### src/rtl/fake_netlist_bist_driver.sv
// ---------------------------------------------------------------------------
// fake_netlist_bist_driver
//
// Stimulus/capture stage for a small combinational netlist under test.
// It drives a registered pattern onto the netlist inputs and holds it for a
// settle time. It then samples the single netlist output and folds it into a
// MISR signature and a ones count. Each netlist can then be fingerprinted
// in-system from the signature and the ones count.
//
// Ports
//   clk_i          rising-edge clock
//   rst_n_i        synchronous reset, active low
//   start_i        run request, only looked at in IDLE
//   abort_i        cancels a run in progress (also blocks a start in IDLE)
//   resp_in_i      netlist output
//   pat_out_o      registered pattern to netlist inputs (bit i -> input i)
//   busy_o         high while patterns are being applied/captured
//   done_o         one-cycle pulse when a run completes normally
//   signature_o    MISR signature, held after the run
//   ones_cnt_o     number of captured responses equal to 1
//   pat_idx_o      index of the pattern currently applied
//
// State table
//   state      | meaning
//   S_IDLE     | waiting for start, results from the last run held
//   S_APPLY    | pattern driven, hold counter running down to settle
//   S_CAPTURE  | resp_in sampled into MISR/ones count, advance pattern
//   S_DONE     | single-cycle completion pulse, then back to IDLE
// ---------------------------------------------------------------------------
module fake_netlist_bist_driver #(
    parameter int                 IN_W      = 5,
    parameter int                 MODE      = 0,
    parameter logic [IN_W-1:0]    LFSR_SEED = 5'h01,
    parameter int                 NUM_PAT   = 32,
    parameter int                 SETTLE    = 1,
    parameter int                 MISR_W    = 16,
    parameter logic [MISR_W-1:0]  MISR_POLY = 16'h1021
) (
    input  logic              clk_i,
    input  logic              rst_n_i,
    input  logic              start_i,
    input  logic              abort_i,
    input  logic              resp_in_i,
    output logic [IN_W-1:0]   pat_out_o,
    output logic              busy_o,
    output logic              done_o,
    output logic [MISR_W-1:0] signature_o,
    output logic [IN_W:0]     ones_cnt_o,
    output logic [IN_W:0]     pat_idx_o
);

    localparam int              IDX_W     = IN_W + 1;
    localparam logic [2:0]      SETTLE_L  = 3'(SETTLE);
    localparam logic [IN_W:0]   LAST_IDX  = IDX_W'(NUM_PAT - 1);
    localparam logic [IN_W-1:0] PAT_FIRST = (MODE == 1) ? LFSR_SEED : '0;

    typedef enum logic [1:0] {
        S_IDLE    = 2'd0,
        S_APPLY   = 2'd1,
        S_CAPTURE = 2'd2,
        S_DONE    = 2'd3
    } state_t;

    state_t              state_q, state_d;
    logic [2:0]          hold_q, hold_d;
    logic [IN_W-1:0]     pat_q, pat_d;
    logic [MISR_W-1:0]   sig_q, sig_d;
    logic [IN_W:0]       ones_q, ones_d;
    logic [IN_W:0]       idx_q, idx_d;

    logic [IN_W-1:0]     lfsr_next;
    logic [IN_W-1:0]     pat_next;
    logic [MISR_W-1:0]   misr_next;

    // Fibonacci LFSR x^5+x^3+1: shift left, feed back tap 4 xor tap 2.
    assign lfsr_next = {pat_q[IN_W-2:0], pat_q[IN_W-1] ^ pat_q[IN_W-3]};
    assign pat_next  = (MODE == 1) ? lfsr_next : pat_q + IN_W'(1);

    assign misr_next = {sig_q[MISR_W-2:0], 1'b0}
                     ^ (sig_q[MISR_W-1] ? MISR_POLY : '0)
                     ^ {{(MISR_W-1){1'b0}}, resp_in_i};

    always_ff @(posedge clk_i) begin
        if (!rst_n_i) begin
            state_q <= S_IDLE;
            hold_q  <= '0;
            pat_q   <= '0;
            sig_q   <= '0;
            ones_q  <= '0;
            idx_q   <= '0;
        end else begin
            state_q <= state_d;
            hold_q  <= hold_d;
            pat_q   <= pat_d;
            sig_q   <= sig_d;
            ones_q  <= ones_d;
            idx_q   <= idx_d;
        end
    end

    always_comb begin
        state_d = state_q;
        hold_d  = hold_q;
        pat_d   = pat_q;
        sig_d   = sig_q;
        ones_d  = ones_q;
        idx_d   = idx_q;

        case (state_q)
            S_IDLE: begin
                // abort beats a simultaneous start
                if (start_i && !abort_i) begin
                    state_d = S_APPLY;
                    hold_d  = SETTLE_L;
                    pat_d   = PAT_FIRST;
                    sig_d   = '0;
                    ones_d  = '0;
                    idx_d   = '0;
                end
            end

            S_APPLY: begin
                if (abort_i) begin
                    state_d = S_IDLE;
                end else if (hold_q == 3'd0) begin
                    state_d = S_CAPTURE;
                end else begin
                    hold_d = hold_q - 3'd1;
                end
            end

            S_CAPTURE: begin
                // An abort here drops the capture so partial results stay
                // consistent with pat_idx.
                if (abort_i) begin
                    state_d = S_IDLE;
                end else begin
                    sig_d  = misr_next;
                    ones_d = ones_q + IDX_W'(resp_in_i);
                    if (idx_q == LAST_IDX) begin
                        state_d = S_DONE;
                    end else begin
                        state_d = S_APPLY;
                        idx_d   = idx_q + IDX_W'(1);
                        pat_d   = pat_next;
                        hold_d  = SETTLE_L;
                    end
                end
            end

            S_DONE: begin
                state_d = S_IDLE;
            end

            default: begin
                state_d = S_IDLE;
            end
        endcase
    end

    assign pat_out_o   = pat_q;
    assign busy_o      = (state_q == S_APPLY) || (state_q == S_CAPTURE);
    assign done_o      = (state_q == S_DONE);
    assign signature_o = sig_q;
    assign ones_cnt_o  = ones_q;
    assign pat_idx_o   = idx_q;

endmodule

### config.mk
export PLATFORM = sky130hd
export DESIGN_NAME = fake_netlist_bist_driver
export DESIGN_NICKNAME = d
export VERILOG_FILES = /design/src/rtl/fake_netlist_bist_driver.sv
export SDC_FILE = /design/constraint.sdc
export NUM_CORES = 1
export LEC_CHECK = 0
export BUFFER_PORTS_ARGS = -buffer_cell sky130_fd_sc_hd__buf_4
export CAP_MARGIN = 15
export CORE_AREA = 3 3 83 85
export DETAILED_ROUTE_END_ITERATION = 10
export DIE_AREA = 0 0 86 88
export PLACE_DENSITY = 0.59
export SETUP_SLACK_MARGIN = 0.15
export SLEW_MARGIN = 20
export SYNTH_ARGS = -nofsm -noshare
export SYNTH_HDL_FRONTEND = slang
export SYNTH_SLANG_ARGS = --single-unit
### constraint.sdc
create_clock -name clk_i -period 2.2 [get_ports clk_i]
set_input_delay 0.22 -clock clk_i [delete_from_list [all_inputs] [get_ports clk_i]]
set_output_delay 0.22 -clock clk_i [all_outputs]
set_load 0.02 [all_outputs]
==> metrics.cfg, run 1 <==
[run_status]
status=completed

[critical_path]
timing.rr.start=state_q[0]
crit_type=flop to flop
rr_worst_depth=5
required_ps=2400
cp-end-kind=flop
cp_top_family=compound AO/OA/AOI/OAI gates
cpPeakStageDelay_ps=410
r2r_slack_ps=350
reg2reg_to=pat_out_o[4]
slowest_stage=dfxtp_1
crit_buf_inv=1
cp_cell_sequence=inv_1 -> ha_1 -> mux2_4 -> o211a_1 -> a311oi_1
crit_path_max_fanout=12
arrival_ps=2050
worstSetupStartpointType=flop

[cts]
cts_made_buffers=5
cts_sinks=38
h-tree-depth=2
postCtsSetupBuffers=0
postCtsHoldBufs=0
clk_pin_slew_ps=80
insertion_delay_ps=290
clk_path_buf_depth=2
root_buffer=clkbuf_8
cts_tree=done

[final_layout]
n_antenna_cell=0
multi_input_area_sq_um=1007
drive_above_1_share_pct=23.55
final_cell_area_sq_um=2355
fin_nets=274
syn2layout_area_growth_pct=26.90
fillers=633
seqCellArea_sq_um=760.7

[sta]
clock.fmax_mhz=540.6
hold_viol=0
period_share_pct=84.08
tns_ps=0
finalSetupViolCount=0
period_minus_slack_ps=1850
slew_violations=0
rsz0062_at_grt=no
worst_slack_ps=350.2
fin_skew_ps=3.268
slew_headroom_pct=67.81
tightest_slew_ps=482.4

[synthesis]
async_flop_share_pct=0
synth_top_family_by_area=simple AND/OR/NAND/NOR gates
synth_xor_area_share_pct=3.304
syn-num-nets=235
yosys.area.top_type_share_pct=41.00
ys.flop_type=dfxtp_1
ys_top_cells_by_area=dfxtp_1 41%, nand2_1 9.9%, ha_1 7.4%, a21oi_1 6.7%, nand3_1 3.0%
syn_inst=219
netlist_area_sq_um=1856
synth_compound_area_share_pct=17.60
synth-edff-count=0
synth_mux_area_share_pct=3.102
synthSimpleGateAreaFrac_pct=22.66
yosysWarnings=0
netlist_top_cells_count=49 x nand2_1, 38 x dfxtp_1, 25 x a21oi_1
syn_area_per_cell_sq_um=8.473
synthAdderAreaFrac_pct=7.417
synth.most_common_cell=nand2_1
synth_seq_cells=38
yosysSeqAreaShare_pct=41.00
synth_cell_types=40
synth_largest_area_cell=dfxtp_1

[worst_hold_path]
hp-class=primary input to flop
holdPathEnd=hold_q[0]
hold_path_depth=2
hp-start=rst_n_i

[job]
cap_violations=0

[routing]
drtIter0Drc=135
wirelength_mm=4.300
ant_nets=0
drt-wirelength-per-cell_um=12.80
vias=1624
firstDrtPassIters=4
route.detailed.drc=0
vias_per_cell=4.833

[power_and_ir_drop]
intPower_w=0.001244
power_leakage_nw=0.9383
p_seq_share_pct=42.9
p_per_area_nw_per_um2=704.5
clkPwrFrac_pct=43.3
comb_power_share_pct=13.8
switching_share_pct=25.03
p_switching_w=0.0004153
ir_drop_uv=386.1

[floorplanning]
start_util_pct=29.56
rows=29
dieArea_sq_um=7568
fp.dieW_um=86
floorplan.die.height_um=88
num_io_pins=40
core_area_sq_um=6277

[global_routing]
grtUsageTotal_pct=11.86
antenna_found_initial=0
overflow=0
grt_max_degree=22
grt_first_pass_wirelength_mm=7.072
grt_pass1_vias=1456

[place]
placed_cell_area_sq_um=2213
dp_slack_ps=325.2
place_congestion=0.7133
io_buffers=39
dpl.hpwl_mm=2.999

-- final cells by class --
| class | count | share of cell area, % |
|---|---|---|
| clock buffer | 5 | 2.922 |
| tap | 77 | 4.091 |
| multi-input combinational | 162 | 42.77 |
| timing repair buffer | 43 | 13.71 |
| sequential | 38 | 32.31 |
| clock inverter | 3 | 2.922 |
| inverter | 8 | 1.275 |
-- power groups by stage --
stage          registers [W]  clock network, W  logic [W]
2_1_floorplan       0.000727                 0   0.000178
3_3_place_gp        0.000727                 0   0.000228
3_5_place_dp        0.000728                 0   0.000230
4_1_cts             0.000711          0.000736   0.000232
5_1_grt             0.000714          0.000775   0.000263
6_report            0.000712          0.000718   0.000230
-- worst reg2reg max path, stage by stage (launching register included) --
cell	delay, ps
dfxtp_1	410
inv_1	90
ha_1	360
mux2_4	350
o211a_1	240
a311oi_1	300
-- worst max path at each step --
stage	depth (start not counted)	end	start	slack, ps
after floorplan	5	pat_idx_o[3]	pat_idx_o[0]	520
after global placement	6	pat_idx_o[4]	state_q[1]	340
after detailed placement	6	pat_idx_o[4]	state_q[0]	330
after CTS	6	pat_idx_o[4]	state_q[1]	300
after global routing	5	pat_idx_o[3]	state_q[0]	160
final	5	pat_out_o[4]	state_q[0]	350
-- placed cells by master (no fill, tap or decap), types with 2 or more instances in the layout --
cell       synthesis  final
nor2_1            11     11
a21oi_1           25     25
ha_1              11     10
buf_4              1     43
clkbuf_8           0      5
nand2b_1           4      4
xor2_1             3      3
bufinv_16          0      2
o31ai_1            2      2
a41oi_1            3      3
a211oi_1           2      2
mux2i_1            2      2
xnor2_1            4      4
a311oi_1           4      4
o21ai_0            7      7
nand3b_1           2      2
and3_1             3      3
nor3_1             3      3
nand3_1           11     11
nand2_1           49     49
dfxtp_1           38     38
inv_1              7      7
-- layer usage --
layer / vias up / share of wire, % / global-route usage (%)
met5: - / 0 / 0
li1: 843 / - / -
met4: 0 / 0.33 / 3.885
met3: 2 / 4.8 / 3.481
met1: 748 / 48 / 15.74
met2: 31 / 47 / 18.50
-- registers in the layout, summed over array words and instances, names as in the netlist --
signal       count
hold_q           3
ones_cnt_o       6
pat_idx_o        6
pat_out_o        5
signature_o     16
state_q          2
-- cells by family (layout without fill, tap and decap cells) --
family | count (synthesis) | count (layout)
and+or+nand+nor | 89 | 89
DFF | 38 | 38
muxes | 4 | 4
xor gates and xnor gates | 7 | 7
adders and majority gates | 11 | 11
AOI/OAI and AO/OA | 51 | 51
buffers and inverters | 19 | 59
-- through the flow --
stage | power, W | std cells | hold slack (ps) | util [%]
final | 0.001659 | 336 | 235.0 | 37.51
after global routing | 0.001751 | 336 | 225.6 | 37.51
after global placement | 0.0009547 | 328 | 442.9 | 35.26
after CTS | 0.001679 | 336 | 227.8 | 37.45
after detailed placement | 0.0009578 | 328 | 455.1 | 35.26
after floorplan | 0.0009058 | 219 | 434.7 | -
-- repair_timing --
action / CTS / global route
hold endpoints to repair: 0 / 0
resized for setup: 0 / 2
setup endpoints to repair: 0 / 3
(Power assumes the default switching activity.)
==> run 2: changes to the inputs <==
- ABC_AREA: default -> 1
- CORE_AREA: 3 3 83 85 -> 3 3 85 87
- DIE_AREA: 0 0 86 88 -> 0 0 88 90
- PLACE_DENSITY: 0.59 -> 0.61
- clock period: 2.2 -> 1.55 ns (I/O delays scaled with it)
==> run 2 against run 1 <==
  * Setup slack lost 230 ps
  * Via count rose by 18%
  * Combinational power grew to 7.0 times the previous value
  * First-iteration DRC count down 53%
  * Cell count grew 23%
  * Sequential power up 76%
  * Maximum frequency rose by 29%
  * Hold slack got worse by 75 ps
  * Critical path type unchanged
  * Largest cell class unchanged
==> metrics.cfg, run 2 <==
[run_status]
status=completed  ; unchanged

[final_layout]
n_antenna_cell=0  ; unchanged
seqCellArea_sq_um=772.0  ; was 760.7 sq um
largest_reg_flops=16  ; unchanged
fillers=630  ; was 633
drive_above_1_share_pct=35.71  ; was 23.55%
fin_nets=352  ; was 274
layout_commonest_cell=buf_4  ; was nand2_1
final_util_pct=45.16  ; was 37.51%
multi_input_area_sq_um=1219  ; was 1007 sq um
most-common-layout-cells=57 x buf_4, 51 x nand2_1, 40 x nor2_1  ; was 49 x nand2_1, 43 x buf_4, 38 x dfxtp_1
syn2layout_area_growth_pct=47.74  ; was 26.90%

[synthesis]
synth.most_common_cell=nand2_1  ; unchanged
syn-num-nets=290  ; was 235
yosysWarnings=0  ; unchanged
netlist_top_cells_count=57 x nand2_1, 44 x nor2_1, 38 x dfxtp_1  ; was 49 x nand2_1, 38 x dfxtp_1, 25 x a21oi_1
synth_cell_types=31  ; was 40
async_flop_share_pct=0  ; unchanged
ys_top_cells_by_area=dfxtp_1 39%, nand2_1 11%, nor2_1 8.4%, ha_1 7.0%, inv_1 5.2%  ; was dfxtp_1 41%, nand2_1 9.9%, ha_1 7.4%, a21oi_1 6.7%, nand3_1 3.0%
yosys.area.top_type_share_pct=38.75  ; was 41.00%
yosysSeqAreaShare_pct=38.75  ; was 41.00%
syn_area_per_cell_sq_um=7.165  ; was 8.473 sq um
synth_seq_cells=38  ; unchanged
ys.flop_type=dfxtp_1  ; unchanged
synth_largest_area_cell=dfxtp_1  ; unchanged
syn_inst=274  ; was 219
netlist_area_sq_um=1963  ; was 1856 sq um
synth-edff-count=0  ; unchanged

[global_routing]
antenna_found_initial=0  ; unchanged
grt_max_degree=24  ; was 22
overflow=0  ; unchanged
grtUsageTotal_pct=12.38  ; was 11.86%
grt_pass1_vias=1692  ; was 1456
grt_first_pass_wirelength_mm=7.969  ; was 7.072 mm

[sta]
finalSetupViolCount=0  ; unchanged
hold_viol=0  ; unchanged
tightest_slew_ps=489.1  ; was 482.4 ps
hold-worst-slack_ps=160.1  ; was 235.0 ps
period_minus_slack_ps=1434  ; was 1850 ps
rsz0062_at_grt=yes  ; was no
tns_ps=0  ; unchanged
slew_headroom_pct=67.36  ; was 67.81%
worst_slack_ps=116.0  ; was 350.2 ps
clock.fmax_mhz=697.4  ; was 540.6 MHz
period_share_pct=92.52  ; was 84.08%
fin_skew_ps=7.583  ; was 3.268 ps
slew_violations=0  ; unchanged

[critical_path]
cpPeakStageDelay_ps=340  ; was 410 ps
worstSetupStartpointType=flop  ; unchanged
slowest_stage=dfxtp_2  ; was dfxtp_1
cp_cell_sequence=inv_4 -> ha_4 -> inv_4 -> nand2_4 -> nand2_4 -> nand2_8 -> clkinv_8 -> buf_12 -> o21ai_0 -> nor2_1  ; was inv_1 -> ha_1 -> mux2_4 -> o211a_1 -> a311oi_1
required_ps=1740  ; was 2400 ps
crit_type=flop to flop  ; unchanged
crit_path_max_fanout=7  ; was 12
arrival_ps=1620  ; was 2050 ps
cp-end-kind=flop  ; unchanged

[floorplanning]
core_area_sq_um=6422  ; was 6277 sq um
floorplan.die.height_um=90  ; was 88 um
start_util_pct=30.57  ; was 29.56%
rows=29  ; unchanged
fp.dieW_um=88  ; was 86 um
num_io_pins=40  ; unchanged
dieArea_sq_um=7920  ; was 7568 sq um

[cts]
h-tree-depth=2  ; unchanged
cts_sinks=38  ; unchanged
postCtsHoldBufs=0  ; unchanged
cts_made_buffers=5  ; unchanged
root_buffer=clkbuf_8  ; unchanged
clk_pin_slew_ps=80  ; about the same
cts_tree=done  ; unchanged
clk_path_buf_depth=2  ; unchanged
insertion_delay_ps=300  ; was 290 ps

[place]
io_buffers=39  ; unchanged
dpl.hpwl_mm=3.373  ; was 2.999 mm
dp_slack_ps=-76.19  ; was 325.2 ps
place_congestion=0.7584  ; was 0.7133

[power_and_ir_drop]
p_per_area_nw_per_um2=1291  ; was 704.5 nW/um^2
ir_drop_uv=456.9  ; was 386.1 uV
power_leakage_nw=1.272  ; was 0.9383 nW

[worst_hold_path]
hp-class=primary input to flop  ; unchanged

[routing]
ant_nets=0  ; unchanged
firstDrtPassIters=4  ; unchanged
vias_per_cell=4.642  ; was 4.833
drt-wirelength-per-cell_um=12.11  ; was 12.80 um
vias=1917  ; was 1624
drtIter0Drc=63  ; was 135
wirelength_mm=5.002  ; was 4.300 mm
route.detailed.drc=0  ; unchanged

[job]
cap_violations=0  ; unchanged

## run 2: cell types whose count changed in the layout (fill, tap and decap cells not counted), moves of 7 or more
cell / before / now
o21ai_1: 0 / 11
a21oi_1: 25 / 18
inv_1: 7 / 22
nor2_1: 11 / 40
buf_4: 43 / 57
## run 2: critical path: cells and delay by family (launching register included)
| kind | cells | cell delay [ps] |
|---|---|---|
| and+or+nand+nor | 4 | 300 |
| buffers and inverters | 4 | 370 |
| AOI/OAI and AO/OA | 1 | 150 |
| adders and majority gates | 1 | 170 |
| DFF | 1 | 340 |
## run 2: power by group
part / leakage (nW) / internal, W / switching [W]
Clock: 0.0573 / 0.000515 / 0.000360
Sequential: 0.313 / 0.00113 / 0.000122
Combinational: 0.902 / 0.000731 / 0.000888
## run 2: final timing paths
| kind | startpoint | endpoint | slack [ps] | depth (start not counted) |
|---|---|---|---|---|
| worst max-delay path | state_q[0] | signature_o[5] | 120 | 10 |
| worst min-delay path | rst_n_i | signature_o[12] | 160 | 3 |
| worst max register to register | state_q[0] | signature_o[5] | 120 | 10 |
| worst min register to register | pat_out_o[1] | pat_out_o[1] | 500 | 2 |
## run 2: cells by family after synthesis
group	share of synthesized area [%]
DFF	38.75
adders and majority gates	7.011
xor gates and xnor gates	0.8925
AOI/OAI and AO/OA	14.02
and+or+nand+nor	29.96
buffers and inverters	9.369
## run 2: stage by stage
step / cell area [sq um] / total power [W] / cells
floorplan: 1979 / 0.002100 / 274
global placement: 2464 / 0.002493 / 398
detailed placement: 2464 / 0.002512 / 398
CTS: 2670 / 0.003492 / 407
global route: 2900 / 0.003994 / 413
finish: 2900 / 0.003744 / 413
## run 2: routing by layer
metal	vias up	wire length, um	global-route usage, %
met2	35	2443	19.35
met4	0	73	4.220
li1	1006	-	-
met1	869	2265	16.37
met5	-	0	0
met3	7	219	3.199
## run 2: timing repair
action / in CTS / in global routing
pin swaps: 7 / 16
buffers inserted: 2 / 3
hold endpoints to repair: 0 / 0
gates cloned: 0 / 3
setup endpoints to repair: 36 / 37
gates resized for setup: 21 / 37
## run 2: cell type report
type	instances	share of cell area (%)
Multi-Input combinational cell	197	42.02
Sequential cell	38	26.62
Timing Repair Buffer	65	19.72
Inverter	29	4.444
Tap cell	77	3.322
Clock buffer	6	2.847
Clock inverter	1	1.035
==> run 3: changes to the inputs <==
- CTS_CLUSTER_DIAMETER: default -> 30
- RECOVER_POWER: default -> 25
- SLEW_MARGIN: 20 -> default
==> run 3 against run 2 <==
  * Clock power about the same
  * Highest routed layer unchanged
  * Combinational power down 4%
  * Register-to-register slack about the same
==> metrics.cfg, run 3 (same netlist as run 2, synthesis figures left out) <==
[critical_path]
reg2reg_to=ones_cnt_o[5]  ; was signature_o[5]
worstSetupStartpointType=flop  ; unchanged
r2r_slack_ps=120  ; about the same
required_ps=1740  ; about the same
crit_path_max_fanout=7  ; unchanged
critPathLaunch=state_q[0]  ; unchanged
cp_cell_sequence=inv_4 -> ha_4 -> inv_4 -> nand2_4 -> nand2_4 -> nand2_8 -> clkinv_8 -> clkbuf_16 -> a21oi_1 -> nor3_1  ; was inv_4 -> ha_4 -> inv_4 -> nand2_4 -> nand2_4 -> nand2_8 -> clkinv_8 -> buf_12 -> o21ai_0 -> nor2_1
timing.rr.start=state_q[0]  ; unchanged
rr_worst_depth=10  ; unchanged
cp-end-kind=flop  ; unchanged
cpPeakStageDelay_ps=340  ; about the same
arrival_ps=1620  ; about the same
slowest_stage=dfxtp_2  ; unchanged
crit_type=flop to flop  ; unchanged

[sta]
slew_headroom_pct=67.14  ; was 67.36%
period_minus_slack_ps=1432  ; was 1434 ps
finalSetupViolCount=0  ; unchanged
fin_skew_ps=5.637  ; was 7.583 ps
rsz0062_at_grt=yes  ; unchanged
period_share_pct=92.38  ; was 92.52%
slew_violations=0  ; unchanged
hold_viol=0  ; unchanged
tightest_slew_ps=492.4  ; was 489.1 ps
clock.fmax_mhz=698.4  ; was 697.4 MHz

[final_layout]
layout_commonest_cell=nand2_1  ; was buf_4
drive_above_1_share_pct=30.36  ; was 35.71%
most-common-layout-cells=51 x nand2_1, 40 x nor2_1, 39 x buf_4  ; was 57 x buf_4, 51 x nand2_1, 40 x nor2_1
n_antenna_cell=0  ; unchanged
largest_reg_flops=16  ; unchanged
final_cells=413  ; unchanged
syn2layout_area_growth_pct=44.30  ; was 47.74%
fin_nets=352  ; unchanged
final_cell_area_sq_um=2833  ; was 2900 sq um

[cts]
cts_tree=done  ; unchanged
h-tree-depth=2  ; unchanged
root_buffer=clkbuf_8  ; unchanged
insertion_delay_ps=300  ; about the same
cts_made_buffers=5  ; unchanged
clk_pin_slew_ps=80  ; about the same
postCtsHoldBufs=0  ; unchanged
cts_sinks=38  ; unchanged
clk_path_buf_depth=2  ; unchanged

[place]
placed_cell_area_sq_um=2464  ; unchanged
placed_cells=398  ; unchanged
io_buffers=39  ; unchanged
place_congestion=0.7584  ; unchanged
dpl.hpwl_mm=3.373  ; unchanged

[routing]
vias=1930  ; was 1917
drt-wirelength-per-cell_um=12.15  ; was 12.11 um
route.detailed.drc=0  ; unchanged
ant_nets=0  ; unchanged
wirelength_mm=5.017  ; was 5.002 mm
vias_per_cell=4.673  ; was 4.642
firstDrtPassIters=4  ; unchanged
drtIter0Drc=57  ; was 63

[global_routing]
grt_max_degree=24  ; unchanged
grt_pass1_vias=1692  ; unchanged
grtUsageTotal_pct=12.38  ; unchanged
antenna_found_initial=0  ; unchanged
overflow=0  ; unchanged
grt_first_pass_wirelength_mm=7.969  ; unchanged

[power_and_ir_drop]
p_per_area_nw_per_um2=1297  ; was 1291 nW/um^2
ir_drop_uv=457.1  ; was 456.9 uV
power_leakage_nw=1.197  ; was 1.272 nW

[worst_hold_path]
holdPathEnd=signature_o[12]  ; unchanged
hold_path_depth=3  ; unchanged
hp-class=primary input to flop  ; unchanged
hp-start=rst_n_i  ; unchanged

[floorplanning]
floorplan.die.height_um=90  ; unchanged
core_area_sq_um=6422  ; unchanged
rows=29  ; unchanged
dieArea_sq_um=7920  ; unchanged
num_io_pins=40  ; unchanged
start_util_pct=30.57  ; unchanged
fp.dieW_um=88  ; unchanged

[run_status]
status=completed  ; unchanged

[job]
cap_violations=0  ; unchanged

run 3: cell count changes in the layout (fill, tap and decap cells not counted):
cell | previous run | this run
clkbuf_1 | 0 | 18
buf_4 | 57 | 39
run 3: final cells by class:
cell class              instances  area, sq um
well taps                      77        96.34
clock inverters                 1        30.03
clock buffers                   6        82.58
fillers                       644         3590
inverters                      29        128.9
flip-flops and latches         38        772.0
repair buffers                 65        504.2
multi-input cells             197         1219
run 3: worst max path at each step:
stage,endpoint,depth (start not counted)
after global placement,pat_idx_o[5],9
final,ones_cnt_o[5],10
after detailed placement,pat_idx_o[1],9
after CTS,ones_cnt_o[5],11
after global routing,signature_o[5],10
after floorplan,pat_idx_o[3],10
run 3: timing repair:
| item | in CTS | in global routing |
|---|---|---|
| gates resized for setup | 21 | 37 |
| cloned | 0 | 3 |
| endpoints found under the setup margin | 36 | 37 |
| buffers inserted | 2 | 3 |
| pin swaps | 7 | 16 |
run 3: critical path: cells and delay by family (launching register included):
family          cells  cell delay, ps
buf+inv             4             400
flops               1             340
simple gates        4             300
fa+ha+maj           1             170
compound gates      1             120
run 3: stage by stage:
step	total power [W]	setup WS (ps)	utilization [%]	setup TNS (ps)	hold WS [ps]
floorplan	0.002100	159.4	-	0	316.6
global placement	0.002493	-21.99	38.36	-47.08	468.9
detailed placement	0.002512	-76.19	38.36	-173.0	476.6
CTS	0.003492	118.4	41.57	0	171.1
global route	0.003924	48.40	44.11	0	165.8
finish	0.003673	118.1	44.11	0	162.4
run 3: power breakdown:
part	internal (W)	total [W]	switching [W]	leakage, nW
Clock	0.000515	0.000873	0.000358	0.0573
Combinational	0.000662	0.00155	0.000889	0.828
Sequential	0.00113	0.00125	0.000121	0.313
run 3: per-layer routing:
metal | wire [um] | track usage [%]
met1 | 2261 | 16.37
met3 | 216 | 3.199
met4 | 73 | 4.220
met5 | 0 | 0
met2 | 2466 | 19.35
